File: src/rtl/out_rd_scheduler.sv
// Per-output-port read scheduler: arbitrates NUM_QUEUE descriptor queues, then
// sequences one header beat and cur_len payload FIFO reads under back-pressure.
`ifndef DATA_LENGTH_MAX
`define DATA_LENGTH_MAX 16
`endif

module out_rd_scheduler #(
  parameter int NUM_QUEUE = 8,
  parameter int LEN_MAX   = `DATA_LENGTH_MAX,
  parameter int ARB_MODE  = 0,
  localparam int LW = $clog2(LEN_MAX + 1),
  localparam int QW = $clog2(NUM_QUEUE)
) (
  input  logic                    clk,
  input  logic                    rst,
  input  logic                    ready_in,
  input  logic [NUM_QUEUE-1:0]    q_valid,
  input  logic [NUM_QUEUE*LW-1:0] q_length,
  output logic [NUM_QUEUE-1:0]    q_ready,
  output logic                    load,
  output logic [QW-1:0]           cur_qid,
  output logic                    fifo_rd_en,
  output logic                    out_sel,
  output logic                    rd_sop,
  output logic                    rd_vld,
  output logic                    rd_eop,
  output logic                    busy
);

  typedef enum logic [1:0] {IDLE, GRANT, HDR, DATA} state_t;

  localparam logic [QW-1:0] LAST_Q = QW'(NUM_QUEUE - 1);
  localparam logic [QW:0]   NQ_W   = (QW + 1)'(NUM_QUEUE);

  state_t        state_q, state_d;
  logic [QW-1:0] cur_qid_q, cur_qid_d;
  logic [QW-1:0] rr_ptr_q, rr_ptr_d;
  logic [LW-1:0] cur_len_q, cur_len_d;
  logic [LW-1:0] len_cnt_q, len_cnt_d;
  logic [LW-1:0] len_arr [NUM_QUEUE];
  logic [QW-1:0] winner;
  logic [QW:0]   idx;
  logic          found;
  logic          any_valid;
  logic          pkt_done;

  always_comb begin
    for (int i = 0; i < NUM_QUEUE; i++) begin
      len_arr[i] = q_length[i*LW +: LW];
    end
  end

  assign any_valid = |q_valid;

  // Winner search starts at 0 (strict) or at rr_ptr with wrap (round-robin).
  always_comb begin
    winner = '0;
    found  = 1'b0;
    idx    = '0;
    for (int i = 0; i < NUM_QUEUE; i++) begin
      if (ARB_MODE == 0) begin
        idx = (QW + 1)'(i);
      end else begin
        idx = {1'b0, rr_ptr_q} + (QW + 1)'(i);
        if (idx >= NQ_W) begin
          idx = idx - NQ_W;
        end
      end
      if (!found && q_valid[idx[QW-1:0]]) begin
        winner = idx[QW-1:0];
        found  = 1'b1;
      end
    end
  end

  always_comb begin
    state_d    = state_q;
    cur_qid_d  = cur_qid_q;
    cur_len_d  = cur_len_q;
    len_cnt_d  = len_cnt_q;
    rr_ptr_d   = rr_ptr_q;
    q_ready    = '0;
    load       = 1'b0;
    fifo_rd_en = 1'b0;
    out_sel    = 1'b0;
    rd_sop     = 1'b0;
    rd_vld     = 1'b0;
    rd_eop     = 1'b0;
    pkt_done   = 1'b0;
    case (state_q)
      IDLE: begin
        if (ready_in && any_valid) begin
          state_d   = GRANT;
          cur_qid_d = winner;
        end
      end
      GRANT: begin
        // A queue that withdrew its descriptor is not popped; fall back to IDLE.
        if (q_valid[cur_qid_q]) begin
          q_ready[cur_qid_q] = 1'b1;
          load               = 1'b1;
          cur_len_d          = len_arr[cur_qid_q];
          len_cnt_d          = '0;
          rr_ptr_d           = (cur_qid_q == LAST_Q) ? '0 : cur_qid_q + 1'b1;
          state_d            = HDR;
        end else begin
          state_d = IDLE;
        end
      end
      HDR: begin
        if (ready_in) begin
          rd_vld  = 1'b1;
          rd_sop  = 1'b1;
          out_sel = 1'b1;
          if (cur_len_q == '0) begin
            rd_eop   = 1'b1;
            pkt_done = 1'b1;
          end else begin
            state_d = DATA;
          end
        end
      end
      DATA: begin
        if (ready_in) begin
          rd_vld     = 1'b1;
          fifo_rd_en = 1'b1;
          len_cnt_d  = len_cnt_q + 1'b1;
          if (len_cnt_q == cur_len_q - 1'b1) begin
            rd_eop   = 1'b1;
            pkt_done = 1'b1;
          end
        end
      end
      default: state_d = IDLE;
    endcase
    // The EOP beat chains straight into the next grant when work is waiting.
    if (pkt_done) begin
      if (any_valid) begin
        state_d   = GRANT;
        cur_qid_d = winner;
      end else begin
        state_d = IDLE;
      end
    end
  end

  always_ff @(posedge clk or posedge rst) begin
    if (rst) begin
      state_q   <= IDLE;
      cur_qid_q <= '0;
      rr_ptr_q  <= '0;
      cur_len_q <= '0;
      len_cnt_q <= '0;
    end else begin
      state_q   <= state_d;
      cur_qid_q <= cur_qid_d;
      rr_ptr_q  <= rr_ptr_d;
      cur_len_q <= cur_len_d;
      len_cnt_q <= len_cnt_d;
    end
  end

  assign cur_qid = cur_qid_q;
  assign busy    = (state_q != IDLE);

endmodule
File: config.mk
export PLATFORM = sky130hd
export DESIGN_NAME = out_rd_scheduler
export DESIGN_NICKNAME = d
export VERILOG_FILES = /design/src/rtl/out_rd_scheduler.sv
export SDC_FILE = /design/constraint.sdc
export NUM_CORES = 1
export LEC_CHECK = 0
export CORE_MARGIN = 4
export CORE_UTILIZATION = 65
export CTS_CLUSTER_DIAMETER = 100
export CTS_CLUSTER_SIZE = 24
export DETAILED_ROUTE_END_ITERATION = 10
export DONT_BUFFER_PORTS = 1
export GPL_ROUTABILITY_DRIVEN = 1
export PLACE_DENSITY = 0.83
export SETUP_SLACK_MARGIN = 0.3
export SLEW_MARGIN = 20
export SYNTH_ARGS = -nofsm -noshare
export SYNTH_HDL_FRONTEND = slang
export SYNTH_SLANG_ARGS = --single-unit
File: constraint.sdc
create_clock -name clk -period 3.5 [get_ports clk]
set_input_delay 0.525 -clock clk [delete_from_list [all_inputs] [get_ports clk]]
set_output_delay 0.525 -clock clk [all_outputs]
set_load 0.01 [all_outputs]
Word level (Yosys, flattened, before mapping) --
Cells that the tools add are included.
Word-level totals: flip-flop bits (word level) 15, bits of input ports 51, output and inout port bits 18, word-level logic and storage cells 93
Cells by class: $add $sub $neg 2, $lt $le $gt $ge 3, eq/ne operators 9, muxes and demuxes 48, bitwise logic cells 1, reductions and logical operators 26
Operators by type and width (number):
- 2-to-1 mux 3 bit | 10
- 2-to-1 mux 1 bit | 21
- 2-to-1 mux 5 bit | 4
- 2-to-1 mux 8 bit | 2
- binary-select mux 5 bit (select 3 bit) | 1
- 2-to-1 mux 2 bit | 5
- case mux 5 bit (2 select lines) | 1
- logical AND 1 bit | 9
- inequality test 3 bit (second input constant) | 3
- OR reduction 8 bit | 1
- logical NOT 1 bit | 7
- case mux 2 bit (3 select lines) | 1
- adder 5 x 1 -> 5 bit (second input constant) | 1
- equality test 5 bit | 1
- logical NOT 5 bit | 1
- subtractor 5 x 1 -> 5 bit (second input constant) | 1
- equality test 2 bit (second input constant) | 2
- >= comparator 4 bit (second input constant) | 1
- < comparator 3 x 4 -> 1 bit (second input constant) | 1
- inequality test 2 bit (second input constant) | 2
- inverter 3 -> 4 bit | 1
- AND reduction 4 bit | 1
- nonzero test 2 bit | 2
- nonzero test 4 bit | 1
- other kinds (9) | 9

Logic depth before layout (Yosys ltp) --
word-level depth 26, depth in mapped cells 8, depth with buffers taken out 8

Worst setup path after synthesis --
Ideal clock, no wire load.
kind reg2out, start reg cur_qid_q[1], in the netlist cur_qid[1], end out q_ready[0], arrival time 1701 ps, data required time 2975 ps, slack 1274 ps, stages on the path, launching flop included 8, path buffers 2, cells stage by stage dfrtp_1 buf_6 or2_2 o22ai_1 or3_4 nand2_4 buf_6 nor3_1
Between the ends: longest elaborated chain between the ends 6, elaborated cells between the ends (all ways) 9, classes of those cells 2 x order compare; 6 x mux; 1 x reduce/logical
RTL lines:
- start: declaration | RTL line 36 | logic [QW-1:0] cur_qid_q, cur_qid_d;
- start signal: assignment | RTL line 156 | cur_qid_q <= cur_qid_d;
- < comparator 3 x 4 -> 1 bit (not written as such) / >= comparator 3 x 1 -> 1 bit (equally long branches) | RTL line 100 | q_ready[cur_qid_q] = 1'b1;
- logical AND 1 bit (not written as such) | RTL line 100
- 2-to-1 mux 1 bit (not written as such) | RTL line 100
- demux 1 bit (select 3 bit) | RTL line 100
- 2-to-1 mux 8 bit * | RTL line 99 | if (q_valid[cur_qid_q]) begin
- 2-to-1 mux 8 bit * | RTL line 90 | case (state_q)
- end: declaration | RTL line 19 | output logic [NUM_QUEUE-1:0] q_ready,
Mark *: on every way between the ends. The rest lies on a longest branch, timed or not. The select of a mux whose other input is x is not followed.

Worst setup path after layout --
start reg cur_qid_q[1], in the netlist cur_qid[1], end out q_ready[2]
Same word-level chain as after synthesis.

==> results by group <==
Power
  • Maximum VDD drop: 0.000648 V
  • Sw Pwr: 0.000624 W
  • Static Leakage: around 0.71 nW
  • PD cells: 833 mW/mm^2
  • Power share of the combinational group: between 60% and 70%
  • Clk pwr share: around 8.5%
  • Internal power: 0.000656 W
  • Reg power frac: a little under a third
  • Switching Share: 48.7%

Synth
  • Yosys top cell by area: dfrtp_1
  • Yosys reg bits: 15
  • Post-synth ARST share: between 90% and 100%
  • Seq/Total Area, Yosys: about a quarter
  • Synthesized Nets: roughly 230
  • Synth top cells by count: inv_1, nand2_1, dfrtp_1
  • YS warnings: 0
  • Post-synth top flop: dfrtp_1
  • Mapped Cells: ~170
  • EDFF count, synth: 0
  • Average size of a mapped cell: approximately 8.9 um^2
  • Post-Syn Area: 0.00153 mm^2
  • Distinct cell type count after synthesis: 43
  • Share of the synthesized area in the top cell type: 24.5%
  • Synth top area cells: dfrtp_1, mux4_2, ha_1

Routing
  • Post-DR wirelength/cell: between 15 and 20 um
  • DRT iter0 DRCs: 67
  • Top layer in use: met4
  • Drt via density: around 6.6
  • DRT antenna net count: 0
  • Vias: 1299
  • Drt first pass iters: 4
  • Wl on met1: 1470 um
  • Detailed Route WL: approximately 3600 um
  • Met2 wire len: around 1800 um
  • DRC viols: 0
  • Routed wl met3: approximately 290 um

STA
  • Tmin final: approximately 2.8 ns
  • Max_slew headroom: around 47%
  • Final Cycle Share: 80.6%
  • Hold Slack: 0.144 ns
  • Fin Clk Skew: 0.00711 ns
  • Max frequency: 0.355 GHz
  • Hold Vio Cnt, Final: 0
  • RSZ-0062 raised after global routing: false
  • Pins Over Slew Limit: 0
  • Setup-failing EPs final: 0
  • Setup tns final: 0 ns
  • Worst slew pin tran: about 0.80 ns

Clock network
  • Worst skew pair latency: ~0.30 ns
  • Setup bufs post-CTS: 0
  • CTS tree: yes
  • CTS root buf: clkbuf_4
  • Worst-path clk slew: about 0.10 ns
  • H-Tree Depth: 1
  • Total CTS buffers: 3
  • CTS hold repair buffers: 0
  • CTS sink cnt: 15
  • Max Buffers Root-to-Sink: 2
  • Resize count post-CTS: 0

Run
  • Max Cap Viol: 0

Critical path
  • Crit Path Class: reg -> out
  • Max FO, Critical Path: 19
  • Setup crit end kind: output port
  • Setup crit start kind: flop
  • Worst reg2reg path depth: 6
  • Data required, critical path: 2.97 ns
  • Arr. time, crit path: about 2.3 ns

Layout
  • # diodes: 0
  • Post-layout net count: roughly 230
  • Area delta synth->final: 0.245%
  • Layout cell share with drive strength beyond 1: approximately 9%
  • Util after Layout: just under 70%

Global route
  • Largest net degree at the start of global routing: 22
  • First-pass GRT wire length: 6180 um
  • Antenna violations before repair: 0
  • Overall Global Routing Usage: 23.9%
  • GRT overflow: 0
  • Vias in the first global route: ~1400

Run status
  • Status: finished clean

Die
  • Core footprint: about 0.0022 mm^2
  • Row Count: 17
  • Chip width: 56.6 um
  • Die area: between 0.003 and 0.004 mm^2
  • Die height: about 57 um
  • IO Pins: just under 70
  • Starting Density: 68.6%

Placement
  • Port Buffers: 0
  • HPWL after DPL: roughly 2900 um
  • Final Wtd Congestion: about 0.9

Worst hold path
  • Hold Path Class: in -> async
registers in the layout, indices dropped and copies added (netlist names):
signal and count:
cur_qid 3, len_cnt_q 5, cur_len_q 5, state_q 2
power groups by stage:
stage	registers, W	clock network (W)	logic (W)
after CTS	0.000394	0.000112	0.000779
after floorplan	0.000301	0	0.000766
after detailed placement	0.000400	0	0.000775
after global routing	0.000418	0.000120	0.000868
after global placement	0.000391	0	0.000741
final	0.000394	0.000109	0.000777
cell type report:
| class | count | area (um^2) |
|---|---|---|
| multi-input cells | 132 | 1030 |
| flip-flops and latches | 15 | 375 |
| inverters | 17 | 63.8 |
| clock inverters | 1 | 7.51 |
| fillers | 188 | 697 |
| clock buffers | 3 | 22.5 |
| well taps | 28 | 35.0 |
worst max-delay path, stage by stage (launching register included):
cell and delay, ns:
dfrtp_1 0.66, or2_2 0.43, o22ai_1 0.25, or3_4 0.19
nand2_4 0.12, nor3_1 0.34
placed cells by master (no fill, tap or decap), drive strengths merged:
cell type | synthesis | final
inv | 17 | 17
and3 | 2 | 2
nand4 | 2 | 2
nand2 | 18 | 18
or3 | 1 | 1
o22ai | 2 | 2
nor3 | 8 | 8
o21ai | 10 | 10
a21o | 2 | 2
dfrtp | 15 | 15
o22a | 2 | 2
xor2 | 4 | 4
or2 | 1 | 1
o21bai | 2 | 2
nand3b | 5 | 5
nor4 | 3 | 3
a221oi | 1 | 1
clkbuf | 0 | 3
mux4 | 8 | 8
nand3 | 2 | 2
nor2 | 13 | 13
a311oi | 1 | 1
o41a | 1 | 1
a32o | 2 | 2
nand2b | 4 | 4
and3b | 1 | 1
o21a | 2 | 2
clkinvlp | 0 | 1
a31oi | 1 | 1
mux2i | 9 | 9
ha | 8 | 8
nor2b | 1 | 1
xnor2 | 4 | 4
o32ai | 1 | 1
a21oi | 8 | 8
nor3b | 1 | 1
a21boi | 1 | 1
and2 | 1 | 1
per-layer routing:
layer	track usage, %	up-vias
met4	6.78	0
met3	3.45	2
met5	0	-
met1	30.0	618
li1	-	608
met2	42.1	71
cell families after synthesis:
logic type | Yosys count | share of synthesized area (%)
AOI/OAI and AO/OA | 36 | 16.2
muxes | 17 | 18.4
and+or+nand+nor | 63 | 21.7
buffers and inverters | 25 | 8.16
xor gates and xnor gates | 8 | 4.57
adders and majority gates | 8 | 6.53
DFF | 15 | 24.5
per-stage QoR:
stage | setup WS (ns) | cells | cell area [um^2] | total power (W)
after floorplan | 1.27 | 172 | 1530 | 0.00107
after global placement | 1.04 | 192 | 1510 | 0.00113
after detailed placement | 0.976 | 192 | 1510 | 0.00118
after CTS | 0.652 | 196 | 1540 | 0.00129
after global routing | 0.495 | 196 | 1540 | 0.00141
final | 0.680 | 196 | 1540 | 0.00128
worst paths after layout:
check	start	endpoint	slack (ns)
hold reg to reg	cur_len_q[1]	cur_len_q[1]	0.53
setup / recovery	cur_qid[1]	q_ready[2]	0.68
hold / removal	rst	len_cnt_q[0]	0.14
max in group asynchronous	rst	cur_qid[0]	2.98
min in group clk	q_valid[0]	cur_qid[0]	0.33
setup reg to reg	cur_qid[2]	state_q[1]	1.20
Note: power is estimated with default switching activity, not from simulation.
